[src/rtl/prog_loader_pkg.sv]
// Shared CPU definitions: mode/state encoding and memory port widths.
package prog_loader_pkg;

  localparam int ADDR_W = 8;
  localparam int DATA_W = 8;

  typedef logic [ADDR_W-1:0] addr_t;
  typedef logic [DATA_W-1:0] data_t;

  // Encoding is shared with the control unit through cpustate.
  typedef enum logic [1:0] {
    ST_IDLE  = 2'b00,
    ST_IN    = 2'b01,
    ST_CHECK = 2'b10,
    ST_RUN   = 2'b11
  } cpu_state_e;

endpackage

[src/rtl/prog_loader_sync_edge.sv]
// Two-flop synchronizer followed by a rising-edge detector for an
// asynchronous operator button. rise_o is high for one clk per press.
module sync_edge (
  input  logic clk,
  input  logic reset,
  input  logic d_i,
  output logic rise_o
);

  logic s1_q, s2_q, prev_q;

  // Metastability chain plus one flop of history for edge detection.
  always_ff @(posedge clk or negedge reset) begin
    if (!reset) begin
      s1_q   <= 1'b0;
      s2_q   <= 1'b0;
      prev_q <= 1'b0;
    end else begin
      s1_q   <= d_i;
      s2_q   <= s1_q;
      prev_q <= s2_q;
    end
  end

  assign rise_o = s2_q & ~prev_q;

endmodule

[src/rtl/prog_loader.sv]
// Front-panel program loader: lets an operator key bytes into program
// memory (IN), step through it for display (CHECK) and hand the memory
// port to the CPU (RUN).
module prog_loader
  import prog_loader_pkg::*;
(
  input  logic              clk,
  input  logic              reset,
  input  logic [1:0]        mode_sw,
  input  logic              step_btn,
  input  logic [DATA_W-1:0] data_sw,
  output logic [1:0]        cpustate,
  output logic [ADDR_W-1:0] mem_addr,
  output logic [DATA_W-1:0] mem_wdata,
  output logic              mem_we,
  output logic              mem_re,
  output logic              bus_own,
  output logic              cpu_rst_n
);

  cpu_state_e state_q, state_d;
  logic [1:0] mode_s1_q, mode_s2_q;
  data_t      data_s1_q, data_s2_q;
  addr_t      cnt_q, cnt_d;
  data_t      wdata_q, wdata_d;
  logic       we_q, we_d;
  logic       re_q, re_d;
  logic       own_q, own_d;
  logic       rstn_q, rstn_d;
  logic       step_rise;
  logic       chg;

  sync_edge u_step_sync (
    .clk    (clk),
    .reset  (reset),
    .d_i    (step_btn),
    .rise_o (step_rise)
  );

  // Plain synchronizers for the level-type switches.
  always_ff @(posedge clk or negedge reset) begin
    if (!reset) begin
      mode_s1_q <= 2'b00;
      mode_s2_q <= 2'b00;
      data_s1_q <= '0;
      data_s2_q <= '0;
    end else begin
      mode_s1_q <= mode_sw;
      mode_s2_q <= mode_s1_q;
      data_s1_q <= data_sw;
      data_s2_q <= data_s1_q;
    end
  end

  // State and registered outputs; reset also kills an in-flight write.
  always_ff @(posedge clk or negedge reset) begin
    if (!reset) begin
      state_q <= ST_IDLE;
      cnt_q   <= '0;
      wdata_q <= '0;
      we_q    <= 1'b0;
      re_q    <= 1'b0;
      own_q   <= 1'b1;
      rstn_q  <= 1'b0;
    end else begin
      state_q <= state_d;
      cnt_q   <= cnt_d;
      wdata_q <= wdata_d;
      we_q    <= we_d;
      re_q    <= re_d;
      own_q   <= own_d;
      rstn_q  <= rstn_d;
    end
  end

  // Next state follows the synchronized switch; a mode change clears the
  // counter and swallows any coincident step. A write's address advance
  // lands on the edge that ends the strobe cycle.
  always_comb begin
    state_d = state_q;
    cnt_d   = cnt_q;
    wdata_d = wdata_q;
    we_d    = 1'b0;
    chg     = (mode_s2_q != state_q);
    if (chg) begin
      state_d = cpu_state_e'(mode_s2_q);
      cnt_d   = '0;
    end else begin
      if (we_q) cnt_d = cnt_q + 8'd1;
      if (step_rise) begin
        case (state_q)
          ST_IN: begin
            we_d    = 1'b1;
            wdata_d = data_s2_q;
          end
          ST_CHECK: cnt_d = cnt_q + 8'd1;
          default: ;
        endcase
      end
    end
    re_d   = (state_d == ST_CHECK);
    own_d  = (state_d != ST_RUN);
    // Run enable trails RUN entry by a cycle so the bus is already handed over.
    rstn_d = (state_q == ST_RUN) && !chg;
  end

  assign cpustate  = state_q;
  assign mem_addr  = cnt_q;
  assign mem_wdata = wdata_q;
  assign mem_we    = we_q;
  assign mem_re    = re_q;
  assign bus_own   = own_q;
  assign cpu_rst_n = rstn_q;

endmodule

[config.mk]
export PLATFORM = sky130hd
export DESIGN_NAME = prog_loader
export DESIGN_NICKNAME = d
export VERILOG_FILES = /design/src/rtl/prog_loader_pkg.sv /design/src/rtl/prog_loader_sync_edge.sv /design/src/rtl/prog_loader.sv
export SDC_FILE = /design/constraint.sdc
export NUM_CORES = 1
export LEC_CHECK = 0
export ABC_AREA = 1
export CAP_MARGIN = 5
export CORE_UTILIZATION = 44
export DETAILED_ROUTE_END_ITERATION = 6
export PLACE_DENSITY = 0.74
export RECOVER_POWER = 50
export SKIP_CTS_REPAIR_TIMING = 1
export SYNTH_ARGS = -nofsm -noshare
export SYNTH_HDL_FRONTEND = slang
export SYNTH_SLANG_ARGS = --single-unit
export TNS_END_PERCENT = 30
[constraint.sdc]
create_clock -name clk -period 1.25 [get_ports clk]
set_clock_uncertainty 0.15 [all_clocks]
set_input_delay 0.1875 -clock clk [delete_from_list [all_inputs] [get_ports clk]]
set_output_delay 0.1875 -clock clk [all_outputs]
set_load 0.01 [all_outputs]
## Word-level counts from Yosys, hierarchy flattened

Cells that the tools add are included.

- Word-level logic and storage cells: 35
- Register bits: 45
- Output and inout bits: 22

- Equality and inequality tests: 6
- Bitwise gates (word level): 3
- Reductions and logical operators: 3
- Add/sub/neg operators: 1
- Multiplexer cells: 8

Operators by type and width:

| kind | number |
|---|---|
| $mux 8 | 4 |
| $add 8x1->8 const B | 1 |
| $eq 2x2->1 const B | 3 |
| $mux 1 | 3 |
| $reduce_and 3->1 | 1 |
| $eq 2x1->1 const B | 1 |
| $mux 2 | 1 |
| $ne 2x2->1 | 1 |
| $ne 2x2->1 const B | 1 |
| $not 1->1 | 2 |
| $and 1x1->1 | 1 |
| $logic_and 1x1->1 | 1 |
| $logic_not 1->1 | 1 |

## Depth between registers and ports, before layout

- Depth after elaboration: 5
- Depth in mapped cells: 9
- Gate-level depth less buffers: 8

## Cells and area by module

A second synthesis with hierarchy kept.

- Cell total of the unflattened synthesis: 147
- Area, all modules: 1640.3 um^2

By module, submodules not included:

| module | times used | area each (um^2) | seq. area each (um^2) | cells an instance |
|---|---|---|---|---|
| prog_loader | 1 | 1555.2 | 1052.3 | 142 |
| sync_edge | 1 | 85.1 | 75.1 | 5 |

## Worst setup path after synthesis

OpenSTA, ideal clock, no wires.

- Kind: flip-flop to flip-flop
- Start: reg state_q[1] (netlist: cpustate[1])
- End: reg cnt_q[7] (netlist: mem_addr[7])
- Data arrival time: 996 ps
- Path slack: -15 ps
- Buffers on the path: 1
- Setup time: 119 ps
- Cell stages (with the launch flop): 8
- Cell sequence: dfrtp_1 inv_2 nor2_1 nand2_1 nand2_2 buf_6 a21oi_1 nor2_1

- Cells in the longest elaborated chain, start to end: 4
- Elaborated cells between the ends (all ways): 5
- Those cells by class: eq/ne (2); mux (3)

Ends and longest elaborated chain:

| item | line | RTL |
|---|---|---|
| from (decl) | prog_loader.sv:21 | `cpu_state_e state_q, state_d;` |
| from (signal assigned) | prog_loader.sv:66 | `state_q <= state_d;` |
| $eq 2x2->1 | prog_loader.sv:91 | `case (state_q)` |
| $mux 8 | prog_loader.sv:91 |  |
| $mux 8 | prog_loader.sv:90 | `if (step_rise) begin` |
| $mux 8 * | prog_loader.sv:85 | `if (chg) begin` |
| named net cnt_d[7] | prog_loader.sv:24 | `addr_t cnt_q, cnt_d;` |
| to (signal assigned) | prog_loader.sv:67 | `cnt_q <= cnt_d;` |
| to (decl) | prog_loader.sv:24 |  |

The timed path passes the listed nets; every way through them passes the cells marked *.
A chain may end at the register's enable or synchronous reset.

## Final worst setup path

- Start: reg state_q[0] (netlist: cpustate[0])
- End: reg cnt_q[1] (netlist: mem_addr[1])

The elaborated chain is that of the path after synthesis.

==> summary.md <==
| Metric | Value |
|---|---|
| Boundary pin count | 35 |
| # port buffers | 34 |
| Crit path largest cell delay | ~0.42 ns |
| Internal | ~1900 uW |
| Fin crit share | 111% |
| Fin worst setup slack | -0.141 ns |
| Share of power burned in registers | between 60 and 70% |
| Largest cells by area after synthesis | dfrtp_1 69%, nand2_1 9.6%, nor2_1 3.5% |
| Initial antenna violation count | 0 |
| # Max-Cap Violations | 0 |
| Post-DP HPWL | 1.88 mm |
| Max_slew headroom | between 60% and 70% |
| Total GRT Usage | 16.3% |
| Post-Route WL | roughly 3 mm |
| Initial Util | 46.8% |
| Fin. Hold Viols | 0 |
| CTS Buf Count | 5 |
| Root Driver | clkbuf_4 |
| Max clock buf depth | 2 |
| Worst Setup End Kind | flip-flop |
| Run status | complete, but fails checks |
| Final cell count without fillers | approximately 260 |
| Post-route setup TNS | -1.38 ns |
| CTS tree | done |
| Chip height | roughly 62 um |
| CP required | 1.35 ns |
| PD cells | between 1000 and 1500 nW/um2 |
| Hold WC Path Type | input port to asynchronous set/reset pin |
| Filler cell count | approximately 290 |
| Synth Instances | roughly 140 |
| CP Cell Sequence | buf_6 > nor2_2 > nand2_2 > nand2_4 > inv_1 > o21ai_1 > nor2_1 |
| Post-synthesis compound-gate area fraction | 2.58% |
| Avg Cell Area, Syn | roughly 11 um2 |
| Die span in x | about 62 um |
| Dpl cells | 235 |
| Layout cell share with drive strength beyond 1 | 37.1% |
| Ant. Diodes | 0 |
| Setup crit start kind | flip-flop |
| Area Overhead vs Synth | 36.8% |
| Failing checks | negative setup slack |
| Synth Warn # | 0 |
| Crit path max fanout | 7 |
| Sequential share of the synthesized area | between 70% and 80% |
| DR iter-0 viols | 52 |
| Slew Viols, Final | 0 |
| Arr. time, crit path | about 1.5 ns |
| Core area | 3420 um2 |
| Vias/cell | ~4.6 |
| Vias in the first global route | between 1k and 1.5k |
| Final setup violating endpoints | 18 |
| Wirelength per Cell | between 10 and 15 um |
| CP max-delay cell | dfrtp_1 |
| Syn Std Cell Area | approximately 1600 um2 |
| Switching Share | 25.6% |
| Post-synthesis mux area share | 0% |
| Skew-Pair Late Insertion Delay | around 0.34 ns |
| Finished Cell Area | ~2200 um2 |
| RSZ-0062 raised after global routing | yes |
| Worst ir drop on vdd | ~0.89 mV |
| Row cnt | 21 |
| Die ar. | roughly 3900 um2 |
| Final core utilization | 64.1% |
| Xor/xnor share of the synthesized area | 0% |
| Clk pin slew, worst setup/hold paths | roughly 0.13 ns |
| Clock power frac | 26.3% |
| Vias | about 1.2k |
| Post-synth top area share | between 60% and 70% |
| Post-Synth Simple-Gate Area | about a fifth |
| Synthesized flop and latch total | 45 |
| Min cycle time layout | approximately 1.4 ns |
| RD Place Congestion | between 0.8 and 0.9 |
| Setup CP Type | flip-flop to flip-flop |
| H-tree Lvls | 2 |
| Synth area leader | dfrtp_1 |
| First-pass GRT wire length | 4.75 mm |
| Combinational Power Share | a little under an eighth |
| # DRC | 0 |
| LEAKAGE | ~0.0011 uW |
| Switching component of the power | roughly 660 uW |
| Nets | about 220 |
| DP Area | between 2000 and 2500 um2 |
| Worst Max-Slew Pin Slew | 0.460 ns |
| Maximum clock rate | 719 MHz |
| Gr ovfl total | 0 |
| Largest family of logic cells by synthesized area | simple AND/OR/NAND/NOR gates |
| Detail Route Antenna Nets | 0 |
| Netlist cell types | 22 |
| Post-synthesis net count | 158 |
| Clk sink count | 45 |
| DRT Pass-1 Iters | 4 |
| Pin count of the biggest net entering global routing | 24 |
| Adder-cell area share of the yosys netlist | less than 1% |
==> layout make-up <==
type	count	area [um2]	share of cell area [%]
clock buffer	6	41.3	1.89
clock inverter	2	15.0	0.686
inverter	18	75.1	3.43
multi-input combinational	79	428	19.5
sequential	45	1130	51.5
tap	46	57.6	2.63
timing repair buffer	60	444	20.3
==> through the flow <==
| stage | total power (uW) | setup WS (ns) | hold slack, ns |
|---|---|---|---|
| 2_1_floorplan | 1730 | -0.0148 | -0.258 |
| 5_1_grt | 2690 | -0.241 | 0.133 |
| 4_1_cts | 2600 | -0.503 | -0.487 |
| 3_3_place_gp | 1930 | -0.102 | -0.102 |
| 3_5_place_dp | 1940 | -0.116 | -0.0945 |
| 6_report | 2560 | -0.141 | 0.133 |
==> Yosys cell counts, drive strengths merged <==
cell / count
dfrtp: 44
nand2: 42
nor2: 19
inv: 17
nand3: 7
a21oi: 3
o21ai: 3
nand4: 2
buf: 1
clkbuf: 1
clkinv: 1
dfstp: 1
dlygate4sd1: 1
ha: 1
nand3b: 1
==> metal layers <==
| layer | wire, um | vias up | global-route usage [%] |
|---|---|---|---|
| met3 | 151 | 10 | 4.60 |
| met5 | 0 | - | 0 |
| met1 | 1190 | 562 | 19.1 |
| li1 | - | 568 | - |
| met4 | 68 | 0 | 8.72 |
| met2 | 1510 | 38 | 27.2 |
==> sequential cells by signal (all words and copies together), names as in the netlist <==
signal              count
mem_addr                8
mem_wdata               8
data_s2_q               8
mode_s2_q               2
data_s1_q               8
mode_s1_q               2
u_step_sync.s1_q        1
cpustate                2
u_step_sync.prev_q      1
mem_re                  1
u_step_sync.s2_q        1
mem_we                  1
bus_own                 1
cpu_rst_n               1
==> cells by family after synthesis <==
kind of cell    count (synthesis)
simple gates                   71
fa+ha+maj                       1
compound gates                  6
flops                          45
buf+inv                        21
==> cell usage in the layout, fill, tap and decap left out, drive strengths merged <==
cell / netlist / layout
nand3b: 1 / 1
nand2: 42 / 43
nand3: 7 / 7
dfstp: 1 / 1
o21ai: 3 / 3
dlygate4sd3: 0 / 12
clkbuf: 1 / 27
clkinv: 1 / 1
inv: 17 / 17
a21oi: 3 / 3
nor2: 19 / 19
dfrtp: 44 / 44
ha: 1 / 1
clkinvlp: 0 / 2
buf: 1 / 27
nand4: 2 / 2
==> path summary, 6_finish.rpt <==
path | from | endpoint | slack (ns) | depth (start not counted)
worst max-delay path | cpustate[0] | mem_addr[1] | -0.14 | 7
worst min-delay path | reset | cpu_rst_n | 0.13 | 2
worst max register to register | cpustate[0] | mem_addr[1] | -0.14 | 7
worst min register to register | u_step_sync.s1_q | u_step_sync.s2_q | 0.21 | 0
max in group asynchronous | reset | bus_own | 0.06 | 3
min in group clk | u_step_sync.s1_q | u_step_sync.s2_q | 0.21 | 0
==> power groups by stage <==
stage / Clock (uW) / Sequential (uW) / Combinational, uW
floorplan: 0 / 1640 / 83.4
global placement: 0 / 1620 / 310
detailed placement: 0 / 1620 / 318
CTS: 688 / 1590 / 319
global route: 765 / 1610 / 323
finish: 674 / 1600 / 293
==> worst max-delay path: cells and delay by family, from the launching register on <==
kind	cells	cell delay, ns
flip-flops	1	0.42
AND/OR/NAND/NOR	4	0.40
buffers and inverters	2	0.21
AO/OA/AOI/OAI	1	0.12
Note: power is estimated with default switching activity, not from simulation.
